**src/rtl/seg_disp_pkg.sv**
```systemverilog
// Shared types and helpers for the seven-segment display arbiter.
// Optional build macro LEADING_ZERO_BLANK_EN enables lz_mask use in the top.
package seg_disp_pkg;

   typedef enum logic [1:0] {
      LIVE  = 2'd0,
      EVENT = 2'd1,
      GAP   = 2'd2
   } state_t;

   localparam int DISP_MAX      = 9999;
   localparam int VAL_W_DEFAULT = 14;

   // Saturate a value to the four-digit display range.
   function automatic logic [13:0] clamp_val(input logic [31:0] v);
      if (v > 32'(DISP_MAX)) return 14'(DISP_MAX);
      return v[13:0];
   endfunction

   // Blank mask for leading-zero digits; the units digit always stays lit.
   function automatic logic [3:0] lz_mask(input logic [13:0] v);
      if (v >= 14'd1000) return 4'b0000;
      if (v >= 14'd100)  return 4'b1000;
      if (v >= 14'd10)   return 4'b1100;
      return 4'b1110;
   endfunction

endpackage

```
**src/rtl/seg_display_arbiter_timer.sv**
```systemverilog
// seg_tick_timer: tick prescaler plus tick down-counter.
// load clears the prescaler and loads the tick count; expire is high while the
// counter is on its final tick interval and must be qualified with tick.
module seg_tick_timer #(
   parameter int TICK_DIV = 4,
   parameter int CNT_W    = 8
)(
   input  logic             clk,
   input  logic             reset,
   input  logic             load,
   input  logic [CNT_W-1:0] load_val,
   output logic             tick,
   output logic             expire
);

   localparam int PRE_W = $clog2(TICK_DIV);

   logic [PRE_W-1:0] pre;
   logic [CNT_W-1:0] cnt;

   assign tick   = (pre == PRE_W'(TICK_DIV - 1));
   assign expire = (cnt == CNT_W'(1));

   // Prescaler wraps every TICK_DIV cycles; each wrap consumes one tick of the count.
   always_ff @(posedge clk or posedge reset) begin
      if (reset) begin
         pre <= '0;
         cnt <= '0;
      end else if (load) begin
         pre <= '0;
         cnt <= load_val;
      end else if (tick) begin
         pre <= '0;
         if (cnt != '0) cnt <= cnt - CNT_W'(1);
      end else begin
         pre <= pre + PRE_W'(1);
      end
   end

endmodule

```
**src/rtl/seg_display_arbiter.sv**
```systemverilog
// seg_display_arbiter: shares the 4-digit display between a live value and
// held event values, with a one-deep event slot and a blank gap between events.
// Optional build macro: LEADING_ZERO_BLANK_EN (blank leading-zero digits).
module seg_display_arbiter
   import seg_disp_pkg::*;
#(
   parameter int TICK_DIV   = 1000000,
   parameter int HOLD_TICKS = 200,
   parameter int GAP_TICKS  = 10,
   parameter int VAL_W      = VAL_W_DEFAULT
)(
   input  logic             clk,
   input  logic             reset,
   input  logic [VAL_W-1:0] live_value,
   input  logic             ev_valid,
   input  logic [VAL_W-1:0] ev_value,
   output logic             ev_ready,
   input  logic             ev_flush,
   output logic [VAL_W-1:0] disp_value,
   output logic [3:0]       disp_blank,
   output logic             disp_src,
   output logic             busy
);

   localparam int CNT_MAX = (HOLD_TICKS > GAP_TICKS) ? HOLD_TICKS : GAP_TICKS;
   localparam int CNT_W   = $clog2(CNT_MAX + 1);

   state_t           state, state_n;
   logic             pend_full, pend_full_n;
   logic [VAL_W-1:0] pend_val, pend_val_n;
   logic [VAL_W-1:0] disp_value_n;
   logic [3:0]       disp_blank_n;
   logic             xfer, tick, last, done;
   logic             load, enter_event;
   logic [CNT_W-1:0] load_val;
   logic [VAL_W-1:0] event_val;

   assign xfer = ev_valid & ev_ready;
   assign done = tick & last;

   seg_tick_timer #(
      .TICK_DIV (TICK_DIV),
      .CNT_W    (CNT_W)
   ) u_timer (
      .clk      (clk),
      .reset    (reset),
      .load     (load),
      .load_val (load_val),
      .tick     (tick),
      .expire   (last)
   );

   // Next state, slot update, timer reload and next display contents.
   always_comb begin
      state_n      = state;
      pend_full_n  = pend_full;
      pend_val_n   = pend_val;
      load         = 1'b0;
      load_val     = '0;
      enter_event  = 1'b0;
      event_val    = ev_value;
      disp_value_n = disp_value;
      disp_blank_n = 4'b0000;

      if (ev_flush) begin
         state_n     = LIVE;
         pend_full_n = 1'b0;
      end else begin
         case (state)
            LIVE: begin
               // Accepted event bypasses the slot and goes straight on screen.
               if (xfer) begin
                  state_n     = EVENT;
                  enter_event = 1'b1;
                  event_val   = ev_value;
               end
            end
            EVENT: begin
               if (xfer) begin
                  pend_full_n = 1'b1;
                  pend_val_n  = ev_value;
               end
               // A transfer landing on the expiry edge already counts as pending.
               if (done) begin
                  if (pend_full_n) begin
                     if (GAP_TICKS == 0) begin
                        state_n     = EVENT;
                        enter_event = 1'b1;
                        event_val   = pend_val_n;
                        pend_full_n = 1'b0;
                     end else begin
                        state_n  = GAP;
                        load     = 1'b1;
                        load_val = CNT_W'(GAP_TICKS);
                     end
                  end else begin
                     state_n = LIVE;
                  end
               end
            end
            GAP: begin
               if (done) begin
                  state_n     = EVENT;
                  enter_event = 1'b1;
                  event_val   = pend_val;
                  pend_full_n = 1'b0;
               end
            end
            default: state_n = LIVE;
         endcase
      end

      if (enter_event) begin
         load     = 1'b1;
         load_val = CNT_W'(HOLD_TICKS);
      end
      // Timer is held cleared while live so every entry starts a fresh prescale.
      if (state_n == LIVE) load = 1'b1;

      if (state_n == LIVE)
         disp_value_n = VAL_W'(clamp_val(32'(live_value)));
      else if (enter_event)
         disp_value_n = VAL_W'(clamp_val(32'(event_val)));

      if (state_n == GAP)
         disp_blank_n = 4'b1111;
      else begin
`ifdef LEADING_ZERO_BLANK_EN
         disp_blank_n = lz_mask(14'(disp_value_n));
`else
         disp_blank_n = 4'b0000;
`endif
      end
   end

   // Control state and registered outputs.
   always_ff @(posedge clk or posedge reset) begin
      if (reset) begin
         state      <= LIVE;
         pend_full  <= 1'b0;
         ev_ready   <= 1'b1;
         disp_value <= '0;
         disp_blank <= 4'b0000;
         disp_src   <= 1'b0;
         busy       <= 1'b0;
      end else begin
         state      <= state_n;
         pend_full  <= pend_full_n;
         ev_ready   <= !pend_full_n;
         disp_value <= disp_value_n;
         disp_blank <= disp_blank_n;
         disp_src   <= (state_n != LIVE);
         busy       <= (state_n != LIVE);
      end
   end

   // Pending event payload; only meaningful while pend_full is set.
   always_ff @(posedge clk) begin
      pend_val <= pend_val_n;
   end

endmodule
```
**config.mk**
```make
export PLATFORM = sky130hd
export DESIGN_NAME = seg_display_arbiter
export DESIGN_NICKNAME = d
export VERILOG_FILES = /design/src/rtl/seg_disp_pkg.sv /design/src/rtl/seg_display_arbiter_timer.sv /design/src/rtl/seg_display_arbiter.sv
export SDC_FILE = /design/constraint.sdc
export NUM_CORES = 1
export LEC_CHECK = 0
export BUFFER_PORTS_ARGS = -buffer_cell sky130_fd_sc_hd__buf_4
export CORE_ASPECT_RATIO = 0.8
export CORE_MARGIN = 5
export CORE_UTILIZATION = 45
export CTS_CLUSTER_SIZE = 20
export DETAILED_ROUTE_END_ITERATION = 8
export PLACE_DENSITY = 0.68
export RECOVER_POWER = 25
export SLEW_MARGIN = 20
export SYNTH_ARGS = -nofsm -noshare
export SYNTH_HDL_FRONTEND = slang
export SYNTH_SLANG_ARGS = --single-unit
export TNS_END_PERCENT = 1
```
**constraint.sdc**
```tcl
create_clock -name clk -period 2.7 [get_ports clk]
set_clock_uncertainty 0.2 [all_clocks]
set_input_delay 0.135 -clock clk [delete_from_list [all_inputs] [get_ports clk]]
set_output_delay 0.135 -clock clk [all_outputs]
set_load 0.05 [all_outputs]
```
Word level (Yosys, flattened, before mapping) --
Index checks and enable logic that the tools add are counted.
Cells by class: multiplexer cells 47, $add $sub $neg 2, bitwise gates (word level) 3, order comparisons 2, reductions and logical operators 10, equal/unequal tests 5
Operator list (number):
- two-way mux 14 bit | 9
- two-way mux 20 bit | 2
- two-way mux 8 bit | 4
- greater-than comparator 14 bit, second input constant | 2
- adder 20 x 1 -> 20 bit, second input constant | 1
- equality test 20 bit, second input constant | 1
- two-way mux 4 bit | 5
- two-way mux 1 bit | 19
- two-way mux 2 bit | 5
- equality test 8 x 1 -> 1 bit, second input constant | 1
- nonzero test 2 bit | 4
- nonzero test 8 bit | 1
- subtractor 8 x 1 -> 8 bit, second input constant | 1
- case mux 2 bit (3 select lines) | 1
- equality test 2 bit, second input constant | 2
- zero test 2 bit | 2
- case mux 1 bit (2 select lines) | 2
- AND reduction 3 bit | 1
- AND 1 bit | 2
- equality test 2 x 1 -> 1 bit, second input constant | 1
- AND reduction 2 bit | 1
- zero test 1 bit | 1
- NOT 1 bit | 1
Storage, ports and cells: bits of input ports 32, word-level logic and storage cells 78, flip-flop bits (word level) 65, output and inout bits 21

Depth between registers and ports, before layout --
Gate-level depths: netlist (run 1).
depth in word-level cells 13, depth in mapped cells 13, mapped depth without buffers 11

Hierarchy --
Synthesis (run 1) repeated with hierarchy kept, for this count alone.
Unflattened totals: cells, all modules 340, area total of the unflattened synthesis 3540.9 µm²
By module, submodules not included:
- seg_display_arbiter | area each 1966.9 µm², seq. area each 922.1 µm², cells each 177, times used 1
- seg_tick_timer | area each 1574.0 µm², seq. area each 700.7 µm², cells each 163, times used 1

Worst setup path before layout (run 1) --
OpenSTA, ideal clock, no wires.
kind register to register, from reg u_timer.pre[6], to reg disp_value[1], clock period less this slack 2866 ps, library setup time 121 ps, path buffers 1, slack -166 ps, stages on the path, launching flop included 10, arrival time 2545 ps, data required time 2379 ps, path through dfrtp_1 -> nor4b_2 -> nand4_1 -> or3_4 -> a221o_1 -> a21oi_2 -> inv_2 -> buf_6 -> or3_1 -> a22o_1
On the way: longest elaborated chain between the ends 12, elaborated cells between the ends (all ways) 21, those cells by class order compare: 1; eq/ne: 1; mux: 16; bitwise: 1; reduce/logical: 2
Ends and longest elaborated chain:
- from (decl) | RTL line seg_display_arbiter_timer.sv:18 | logic [PRE_W-1:0] pre;
- from (signal assigned) | RTL line seg_display_arbiter_timer.sv:36 | pre <= pre + PRE_W'(1);
- equality test 20 bit * | RTL line seg_display_arbiter_timer.sv:21 | assign tick = (pre == PRE_W'(TICK_DIV - 1));
- AND 1 bit * | RTL line seg_display_arbiter.sv:39 | assign done = tick & last;
- two-way mux 14 bit | RTL line seg_display_arbiter.sv:102 | if (done) begin
- two-way mux 14 bit
- two-way mux 14 bit | RTL line seg_display_arbiter.sv:65 | if (ev_flush) begin
- greater-than comparator 14 bit | RTL line seg_disp_pkg.sv:16 | if (v > 32'(DISP_MAX)) return 14'(DISP_MAX);
- two-way mux 1 bit | RTL line seg_disp_pkg.sv:16
- two-way mux 1 bit | RTL line seg_display_arbiter.sv:122 | else if (enter_event)
- two-way mux 1 bit | RTL line seg_display_arbiter.sv:120 | if (state_n == LIVE)
- two-way mux 14 bit | RTL line seg_disp_pkg.sv:17 | return v[13:0];
- two-way mux 14 bit | RTL line seg_display_arbiter.sv:122
- two-way mux 14 bit | RTL line seg_display_arbiter.sv:120
- to (signal assigned) | RTL line seg_display_arbiter.sv:150 | disp_value <= disp_value_n;
- to (decl) | RTL line seg_display_arbiter.sv:19 | output logic [VAL_W-1:0] disp_value,
Every way passes the cells marked *; elsewhere a longest branch is shown, timed or not. The select of a mux whose other input is x is not followed. A chain may end at the register's enable or synchronous reset.

Worst setup path after layout (run 1) --
from reg u_timer.pre[15], to reg disp_value[0]
Same word-level chain as after synthesis.

==> results of run 1 <==
[state kept, by name, indices dropped and copies added (netlist names)]
register	flops
busy	1
disp_value	14
pend_full	1
state	2
u_timer.pre	20
pend_val	14
disp_blank	1
u_timer.cnt	8
ev_ready	1
[timing repair]
action	CTS	global route
gates resized for setup	6	7
endpoints found under the hold margin	47	0
pin swaps	7	7
buffers inserted	4	2
hold buffers	30	0
setup endpoints to repair	36	42
[worst reg2reg max path: cells and delay by family, from the launching register on]
| family | cells | cell delay, ns |
|---|---|---|
| buffers and inverters | 2 | 0.28 |
| AO/OA/AOI/OAI | 3 | 0.76 |
| flip-flops | 1 | 0.39 |
| AND/OR/NAND/NOR | 4 | 1.10 |
[report_power, final]
group	switching (mW)	internal, mW
clock network	0.376	0.423
logic	0.340	0.248
registers	0.0409	1.01
[metal layers]
layer | vias up | track usage | share of wire
met5 | - | 0 | 0
met1 | 1481 | 0.258 | 0.46
met4 | 0 | 0.0529 | 0.0074
met3 | 5 | 0.0402 | 0.045
met2 | 70 | 0.334 | 0.49
li1 | 1458 | - | -
[kinds of logic (layout without fill, tap and decap cells)]
| group | count (synthesis) | count (layout) |
|---|---|---|
| DFF | 62 | 62 |
| AOI/OAI and AO/OA | 54 | 54 |
| adders and majority gates | 8 | 8 |
| buffers and inverters | 26 | 173 |
| muxes | 13 | 13 |
| and+or+nand+nor | 136 | 136 |
| xor gates and xnor gates | 23 | 23 |
[final timing paths]
path | end | slack [ns] | cells past startpoint
setup / recovery | disp_value[0]$_DFFE_PP0P_ | -0.12 | 9
hold / removal | pend_full$_DFF_PP0_ | 0.04 | 4
setup reg to reg | disp_value[0]$_DFFE_PP0P_ | -0.12 | 9
hold reg to reg | disp_value[2]$_DFFE_PP0P_ | 0.31 | 1
max in group asynchronous | u_timer.cnt[4]$_DFFE_PP0P_ | 1.21 | 4
min in group asynchronous | disp_value[2]$_DFFE_PP0P_ | 0.22 | 3
[cell usage after synthesis (2+ instances only)]
cell,number,area [sq um]
a21o_1,2,15.0
a21oi_1,4,20.0
a22o_1,7,61.3
a2bb2oi_1,4,35.0
a31oi_1,11,68.8
and2_1,2,12.5
and3_1,2,12.5
and4_1,2,17.5
buf_2,5,25.0
buf_4,4,30.0
clkbuf_1,5,18.8
dfrtp_1,47,1180
edfxtp_1,14,420
ha_1,8,100
inv_1,10,37.5
mux2_2,4,45.0
mux2i_1,9,90.1
nand2_1,20,75.1
nand3_1,19,95.1
nand3b_1,5,37.5
nand4_1,6,37.5
nor2_1,41,154
nor3_1,3,15.0
nor4_1,5,31.3
nor4b_1,3,26.3
nor4b_2,2,30.0
o211ai_1,2,15.0
o21ai_0,8,40.0
o22ai_1,2,12.5
o31a_1,2,17.5
o31ai_1,2,15.0
or2_2,3,18.8
or3_1,9,56.3
or3b_2,2,17.5
or4_1,4,30.0
xnor2_1,10,87.6
xor2_1,13,114
[layout make-up]
| type | instances | area share |
|---|---|---|
| Multi-Input combinational cell | 234 | 0.341 |
| Clock inverter | 6 | 0.0130 |
| Timing Repair Buffer | 146 | 0.250 |
| Sequential cell | 62 | 0.338 |
| Tap cell | 90 | 0.0235 |
| Clock buffer | 10 | 0.0266 |
| Inverter | 11 | 0.00860 |
[stage by stage]
step	total power [mW]	setup TNS [ns]
global route	2.54	-6.00
floorplan	1.38	-0.654
detailed placement	1.60	-4.48
CTS	2.45	-1.78
global placement	1.58	-1.87
finish	2.44	-1.21
==> results_dict.tcl, run 1 <==
set metrics [dict create \
    final_common_cell "buf_4" \
    crit_arrival_ns 2.86 \
    vias_per_cell 5.39 \
    crit_path_end_kind "register" \
    synth_compound_area_frac 0.118 \
    max_freq_mhz 354 \
    cts-root-buf "clkbuf_8" \
    worstReg2RegStart "u_timer.pre[15]$_DFF_PP0_" \
    crit_fanout 11 \
    synth_edf_count 14 \
    finalMaxSlewViolations 0 \
    synth_mux_area_frac 0.0408 \
    ys_seq_elements 62 \
    cts_inserted_buffers 9 \
    numClockSinks 62 \
    grt_max_degree 33 \
    ys.flop_type "dfrtp_1" \
    violations "negative setup slack" \
    antenna_cells 0 \
    grt.overflow.total 0 \
    worstPathCellList "nor4bb_1 > buf_4 > nand2_2 > or3_4 > a221o_1 > a21oi_2 > inv_2 > or3_1 > a22o_1" \
    n_fill_cell 577 \
    syn_nets 362 \
    pwr_density_cell_nw_per_um2 509 \
    vias 3014 \
    die_area_sq_um 9200 \
    cap_violations 0 \
    avgSynthCellArea_sq_um 10.3 \
    clk_latency_ns 0.34 \
    postLayoutCellArea_sq_um 4800 \
    clkSlewWorstSetupHoldPaths_ns 0.08 \
    critical_path_class "register to register" \
    place_hpwl_microns 6180 \
    dp.cells 507 \
    irDropWorstVdd_uv 321 \
    worstSetupStartpoint "u_timer.pre[15]$_DFF_PP0_" \
    hold_path_class "input port to register" \
    floorplan.initialDensity 0.455 \
    final_cell_mix "99 x buf_4, 47 x dfrtp_1, 40 x nor2_1" \
    regArea_sq_um 1620 \
    wl_per_cell_microns 15.7 \
    holdWs_ns 0.0378 \
    placeableCoreArea_sq_um 7290 \
    grt_pass1_vias 2967 \
    cts_buffer_depth 2 \
    firstDrtPassIters 5 \
    netlist_area_sq_um 3320 \
    gp_congestion 0.845 \
    antenna_found_initial 0 \
    hold_path.startpoint "ev_valid" \
    rsz0062_at_grt "true" \
    ys_types 58 \
    status "finished with violations" \
    num_rows 28 \
    drive_gt1_frac 0.322 \
    worstPathRequired_ns 2.74 \
    grt_usage 0.196 \
    grt_pass1_wl_microns 14300 \
    hold_violations 0 \
    timing.final.crit_share 1.05 \
    start_kind "register" \
    cts.htree.levels 3 \
    min_period_ns 2.82 \
    final_util 0.658 \
    leakage_nw 2.04 \
    synth_fa_ha_area_frac 0.0302 \
    dr.first_iter.drc_count 160 \
    crit_family "simple AND/OR/NAND/NOR gates" \
    syn_inst 322 \
    worst_slew_pin_slew_ns 0.617 \
    io_pins 53 \
    area_growth_pct 44.7 \
    drc_errors 0 \
    slowest_stage "dfrtp_1" \
    synth-async-reset-ratio 0.774 \
    yosysSeqAreaShare 0.489 \
    fin_ws_ns -0.123 \
    port_buffers 52 \
    die_height_microns 86.8 \
    synth_top_family_by_area "simple AND/OR/NAND/NOR gates" \
    place_ws_ns -0.244 \
    nets 504 \
    setup_violations 30 \
    multiInputGateArea_sq_um 1630 \
    cts_tree "yes" \
    synth-xor-area-share 0.0608 \
    dpl_cell_area_sq_um 4210 \
    wl_microns 8790 \
    cpPeakStageDelay_ns 0.39 \
    die_w_microns 106 \
    drt.antenna.violating_nets 0 \
    stdcell_count 559 \
    crit_buf_inv 2 \
    slew-limit-headroom 0.588 \
    synthSimpleGateAreaFrac 0.223 \
    yosys_warnings 0 \
]
No activity file was read; power rests on OpenSTA's default activity.
==> run 2, diff against run 1 <==
--- a/config.mk
+++ b/config.mk
@@ -16,5 +16,6 @@
 export SLEW_MARGIN = 20
 export SYNTH_ARGS = -nofsm -noshare
 export SYNTH_HDL_FRONTEND = slang
+export SYNTH_HIERARCHICAL = 1
 export SYNTH_SLANG_ARGS = --single-unit
 export TNS_END_PERCENT = 1
==> run 2 against run 1 <==
The flow still finishes with violations (negative setup slack). Register-to-register slack got worse by 0.41 ns. Routed wire length increased by 6.8%. Global-route usage increased by 0.55 points. Area after synthesis increased by 6.8%. Flip-flop and latch count unchanged.
==> results_dict.tcl, run 2 <==
set metrics [dict create \
    status "finished with violations" \
    violations "negative setup slack" \
    timing.final.crit_share 1.20 \
    cts_tree "yes" \
    synth-xor-area-share 0.0519 \
    drive_gt1_frac 0.298 \
    firstDrtPassIters 5 \
    ys.flop_type "dfrtp_1" \
    cts-root-buf "clkbuf_8" \
    final_cell_mix "89 x buf_4, 47 x dfrtp_1, 31 x nor2_1" \
    regMostFlops "u_timer/pre" \
    hold_violations 0 \
    yosys_warnings 6 \
    io_pins 53 \
    cts_setup_buffers 0 \
    die_area_sq_um 9750 \
    crit_fanout 6 \
    fin_ws_ns -0.531 \
    yosys.area.top_type "dfrtp_1" \
    synth_fa_ha_area_frac 0.0247 \
    max_freq_mhz 310 \
    synthTopCellsByCount "47 x dfrtp_1, 32 x nor2_1, 20 x nand2_1, 16 x nand3_1, 14 x edfxtp_1" \
    grt.overflow.total 0 \
    nets 517 \
    netlist_area_sq_um 3540 \
    drc_errors 0 \
    synth_top_family_by_area "simple AND/OR/NAND/NOR gates" \
    min_period_ns 3.23 \
    worstPathRequired_ns 2.70 \
    rsz0062_at_grt "true" \
    grt_max_degree 22 \
    start_kind "register" \
    crit_arrival_ns 3.23 \
    setup_violations 45 \
    final_common_cell "buf_4" \
    irDropWorstVdd_uv 289 \
    wl_microns 9380 \
    die_height_microns 89.3 \
    critical_path_class "register to register" \
    gp_congestion 0.817 \
    worst_slew_pin_slew_ns 0.817 \
    synth_edf_count 14 \
    hold_path_class "input port to register" \
    cap_violations 0 \
    crit_path_end_kind "register" \
    antenna_cells 0 \
    ys_seq_elements 62 \
    clkSlewWorstSetupHoldPaths_ns 0.07 \
    timing.setup.tns_ns -17.24 \
    cts_buffer_depth 2 \
    finalMaxSlewViolations 0 \
    pwr_density_cell_nw_per_um2 509 \
    cts_inserted_buffers 9 \
    place_hpwl_microns 6660 \
    grt_pass1_vias 3067 \
    cts.htree.levels 3 \
    synth_area_leaders "dfrtp_1 33%, edfxtp_1 12%, nor2_1 3.4%" \
    synth_mux_area_frac 0.0516 \
    rrSetupSlack_ns -0.53 \
    grt_usage 0.202 \
    numClockSinks 62 \
    top_regs "u_timer/pre x20, disp_value x14, pend_val x14" \
    vias 3198 \
    ys_types 64 \
    synthSimpleGateAreaFrac 0.215 \
    port_buffers 52 \
    vias_per_cell 5.41 \
    regArea_sq_um 1620 \
    synth-async-reset-ratio 0.774 \
    syn_inst 340 \
    n_fill_cell 638 \
    avgSynthCellArea_sq_um 10.4 \
    largest_reg_flops 20 \
    leakage_nw 2.11 \
    num_rows 29 \
    synth_top_cell_area_share 0.332 \
    clk_latency_ns 0.33 \
    slew-limit-headroom 0.451 \
    antenna_found_initial 0 \
    wl_per_cell_microns 15.9 \
    synth_compound_area_frac 0.141 \
    yosysSeqAreaShare 0.458 \
    dr.first_iter.drc_count 203 \
    multiInputGateArea_sq_um 1810 \
    floorplan.initialDensity 0.454 \
    grt_pass1_wl_microns 15100 \
    drt.antenna.violating_nets 0 \
    holdWs_ns 0.186 \
    die_w_microns 109 \
    placeableCoreArea_sq_um 7800 \
    synth.most_common_cell "dfrtp_1" \
    area_growth_pct 38.9 \
]
==> run 2: cell types whose count changed in the layout (fill, tap and decap cells not counted), moves of 6 or more <==
cell	before	now
a22o_1	7	0
or3_1	8	2
clkbuf_1	7	21
a211oi_1	1	11
o31ai_1	2	8
buf_4	99	89
nor2_1	40	31
o21ai_1	0	7
o211ai_1	2	8
a31oi_1	11	4
==> run 2: layer usage <==
layer / vias to the layer above / wire (microns) / global-route usage / part of all wire
li1: 1530 / - / - / -
met1: 1536 / 4300 / 0.277 / 0.46
met2: 118 / 4340 / 0.319 / 0.46
met3: 14 / 611 / 0.0498 / 0.065
met4: 0 / 131 / 0.0600 / 0.014
met5: - / 0 / 0 / 0
==> run 2: path summary, 6_finish.rpt <==
kind                                            from                          to  depth (start not counted)
max                        u_timer/pre[15]$_DFF_PP0_  u_timer/cnt[7]$_DFFE_PP0P_                         12
min in group asynchronous                      reset   disp_value[6]$_DFFE_PP0P_                          3
max in group asynchronous                      reset  u_timer/cnt[5]$_DFFE_PP0P_                          4
min                                         ev_valid          ev_ready$_DFF_PP1_                          5
max reg2reg                u_timer/pre[15]$_DFF_PP0_  u_timer/cnt[7]$_DFFE_PP0P_                         12
min reg2reg                disp_value[1]$_DFFE_PP0P_   disp_value[1]$_DFFE_PP0P_                          2
==> run 2: cells by family (layout without fill, tap and decap cells) <==
kind of cell / count (synthesis) / in the layout
AOI/OAI and AO/OA: 67 / 67
xor gates and xnor gates: 21 / 21
adders and majority gates: 7 / 7
buffers and inverters: 35 / 175
DFF: 62 / 62
muxes: 17 / 17
other: 1 / 4
and+or+nand+nor: 130 / 130
==> run 2: worst max-delay path, stage by stage (launching register included) <==
cell and delay (ns):
dfrtp_1 0.38, or4b_4 0.55, nor4_4 0.20, and2_4 0.25, nand2_2 0.06, a32oi_1 0.23
a311o_2 0.25, a21oi_4 0.07, o21ai_2 0.07, and4b_1 0.23, nand4b_1 0.23, o41ai_2 0.26
o211ai_1 0.12
==> run 2: layout make-up <==
class | count | area share
multi-input cells | 246 | 0.368
flip-flops and latches | 62 | 0.330
repair buffers | 144 | 0.220
well taps | 108 | 0.0275
clock buffers | 10 | 0.0259
clock inverters | 6 | 0.0155
inverters | 15 | 0.0125
==> run 2: repair_timing <==
item | CTS | global route
hold buffers | 30 | 0
pin swaps | 19 | 0
cloned | 0 | 0
setup endpoints to repair | 46 | 46
endpoints found under the hold margin | 68 | 0
resized for setup | 10 | 4
==> run 2: metrics by stage <==
step,std cells,util,setup WS (ns),total power [mW],area [sq um]
after detailed placement,545,0.570,-0.555,1.65,4450
after global placement,545,0.570,-0.444,1.64,4450
after CTS,591,0.638,-0.516,2.55,4980
after global routing,591,0.631,-0.746,2.62,4920
final,591,0.631,-0.531,2.51,4920
after floorplan,343,-,-0.707,1.44,3590
==> run 2: power breakdown <==
part | leakage (nW) | internal (mW) | switching [mW]
combinational | 1.26 | 0.222 | 0.372
clock | 0.103 | 0.509 | 0.338
sequential | 0.748 | 1.02 | 0.0428
==> run 3, diff against run 2 <==
--- a/config.mk
+++ b/config.mk
@@ -6,7 +6,6 @@
 export NUM_CORES = 1
 export LEC_CHECK = 0
 export BUFFER_PORTS_ARGS = -buffer_cell sky130_fd_sc_hd__buf_4
-export CORE_ASPECT_RATIO = 0.8
 export CORE_MARGIN = 5
 export CORE_UTILIZATION = 45
 export CTS_CLUSTER_SIZE = 20
==> run 3 against run 2 <==
The flow still finishes with violations (negative setup slack). Routed wire length is 1.5% lower. Sequential power hardly changed. Flip-flop and latch count stayed put. Setup slack better by 0.045 ns. Non-clock buffer count is 6 higher. Die area is 0.11% lower. Combinational power is 3% higher. Total power is 0.39% lower. Sequential share of layout area is 0.34 points lower. Register-to-register slack better by 0.05 ns. Clock power is 3.1% lower. Largest cell class unchanged.
==> results_dict.tcl, run 3 (same netlist as run 2, synthesis figures left out) <==
set metrics [dict create \
    firstDrtPassIters 5 \
    status "finished with violations" \
    cpPeakStageDelay_ns 0.55 \
    power.internal_mw 1.70 \
    dr.first_iter.drc_count 130 \
    cts_buffer_depth 2 \
    nets 523 \
    pwr-share-comb 0.246 \
    rrSetupSlack_ns -0.49 \
    crit_buf_inv 0 \
    vias_per_cell 5.30 \
    crit_fanout 5 \
    hold_path_class "input port to asynchronous set/reset pin" \
    fin_ws_ns -0.485 \
    grt_max_degree 22 \
    die_w_microns 98.7 \
    grt_pass1_vias 3255 \
    finalMaxSlewViolations 0 \
    placeableCoreArea_sq_um 7690 \
    timing.final.crit_share 1.18 \
    drc_errors 0 \
    clk_latency_ns 0.35 \
    cts-root-buf "clkbuf_8" \
    area_growth_pct 40.4 \
    wl_microns 9240 \
    regMostFlops "u_timer/pre" \
    leakage_nw 2.16 \
    pwr_density_cell_nw_per_um2 502 \
    largest_reg_flops 20 \
    hold_violations 0 \
    gp_congestion 0.875 \
    die_area_sq_um 9740 \
    place_ws_ns -0.559 \
    worstSetupStartpoint "u_timer/pre[15]$_DFF_PP0_" \
    cts_setup_buffers 0 \
    drt.antenna.violating_nets 0 \
    clkSlewWorstSetupHoldPaths_ns 0.07 \
    cts_tree "yes" \
    cts_inserted_buffers 9 \
    vias 3134 \
    seqPwrFrac 0.425 \
    crit_arrival_ns 3.20 \
    place_hpwl_microns 6660 \
    worstReg2RegStart "u_timer/pre[15]$_DFF_PP0_" \
    io_pins 53 \
    grt.overflow.total 0 \
    p_clk_frac 0.329 \
    crit_family "simple AND/OR/NAND/NOR gates" \
    dp.cells 545 \
    worst_slew_pin_slew_ns 1.13 \
    irDropWorstVdd_uv 280 \
    rr_worst_depth 12 \
    num_rows 32 \
    grt_usage 0.195 \
    worstPathRequired_ns 2.71 \
    floorplan.initialDensity 0.461 \
    stdcell_count 591 \
    die_height_microns 98.7 \
    violations "negative setup slack" \
    worstPathCellList "or4b_4 > nor4_4 > and2_4 > nand2_1 > a32oi_2 > a311o_2 > a21oi_4 > o21ai_2 > and4b_1 > nand4b_1 > o41ai_2 > o211ai_1" \
    port_buffers 52 \
    drive_gt1_frac 0.317 \
    final_cell_mix "103 x buf_4, 47 x dfrtp_1, 32 x nor2_1" \
    rsz0062_at_grt "true" \
    switching_share 0.321 \
    cap_violations 0 \
    min_period_ns 3.19 \
    path_depth 12 \
    slowest_stage "or4b_4" \
    numClockSinks 62 \
    r2r-end "u_timer/cnt[7]$_DFFE_PP0P_" \
    antenna_cells 0 \
    power.switching_mw 0.800 \
    wl_per_cell_microns 15.6 \
    cts.htree.levels 3 \
    critical_path_class "register to register" \
    top_regs "u_timer/pre x20, disp_value x14, pend_val x14" \
    max_freq_mhz 314 \
    start_kind "register" \
    crit_end "u_timer/cnt[7]$_DFFE_PP0P_" \
    grt_pass1_wl_microns 15400 \
    antenna_found_initial 0 \
    final_common_cell "buf_4" \
    slew-limit-headroom 0.249 \
    timing.setup.tns_ns -15.78 \
    crit_path_end_kind "register" \
    setup_violations 43 \
]
[run 3: cell types whose count changed in the layout (fill, tap and decap cells not counted), sizes merged]
cell      before  now
clkbuf        34   24
clkinvlp       0    1
inv           15   16
bufinv         2    1
buf           90  105
[run 3: what timing repair did]
item | 4_1_cts | 5_1_grt
cloned | 0 | 0
resized for setup | 11 | 2
hold buffers | 29 | 1
pin swaps | 15 | 1
endpoints found under the hold margin | 76 | 1
endpoints found under the setup margin | 44 | 45
[run 3: how the worst min path moves through the flow]
| stage | from | end | slack, ns |
|---|---|---|---|
| 2_1_floorplan | reset | busy$_DFF_PP0_ | -0.10 |
| 3_3_place_gp | reset | u_timer/pre[6]$_DFF_PP0_ | -0.09 |
| 3_5_place_dp | reset | u_timer/pre[7]$_DFF_PP0_ | -0.08 |
| 4_1_cts | live_value[9] | disp_value[9]$_DFFE_PP0P_ | 0.002 |
| 5_1_grt | reset | u_timer/pre[19]$_DFF_PP0_ | 0.13 |
| 6_report | reset | u_timer/pre[7]$_DFF_PP0_ | 0.09 |
[run 3: power groups by stage]
stage                     clock network, mW  logic [mW]  registers, mW
final                                 0.821       0.614           1.06
after global routing                  0.889       0.660           1.07
after CTS                             0.835       0.620           1.06
after detailed placement                  0       0.584           1.08
after global placement                    0       0.575           1.08
after floorplan                           0       0.227           1.22
[run 3: final cells by class]
type | instances | area, sq um
clock buffers | 9 | 124
repair buffers | 150 | 1160
inverters | 15 | 63.8
fillers | 613 | 2720
flip-flops and latches | 62 | 1620
multi-input cells | 246 | 1800
clock inverters | 7 | 73.8
well taps | 102 | 128
[run 3: routing by layer]
metal | part of all wire | track usage | vias up
met3 | 0.055 | 0.0446 | 10
met4 | 0.013 | 0.0609 | 0
li1 | - | - | 1547
met5 | 0 | 0 | -
met1 | 0.43 | 0.245 | 1492
met2 | 0.50 | 0.336 | 85
[run 3: worst min-delay path: stages]
cell           delay [ns]
dlygate4sd3_1        0.53
clkbuf_1             0.12
inv_1                0.25
[run 3: metrics by stage]
step	total power [mW]	area, sq um	util	hold WS, ns
floorplan	1.44	3590	-	-0.102
global placement	1.65	4480	0.583	-0.0883
detailed placement	1.66	4480	0.583	-0.0805
CTS	2.51	5010	0.652	0.00174
global route	2.62	4970	0.647	0.129
finish	2.50	4970	0.647	0.0947
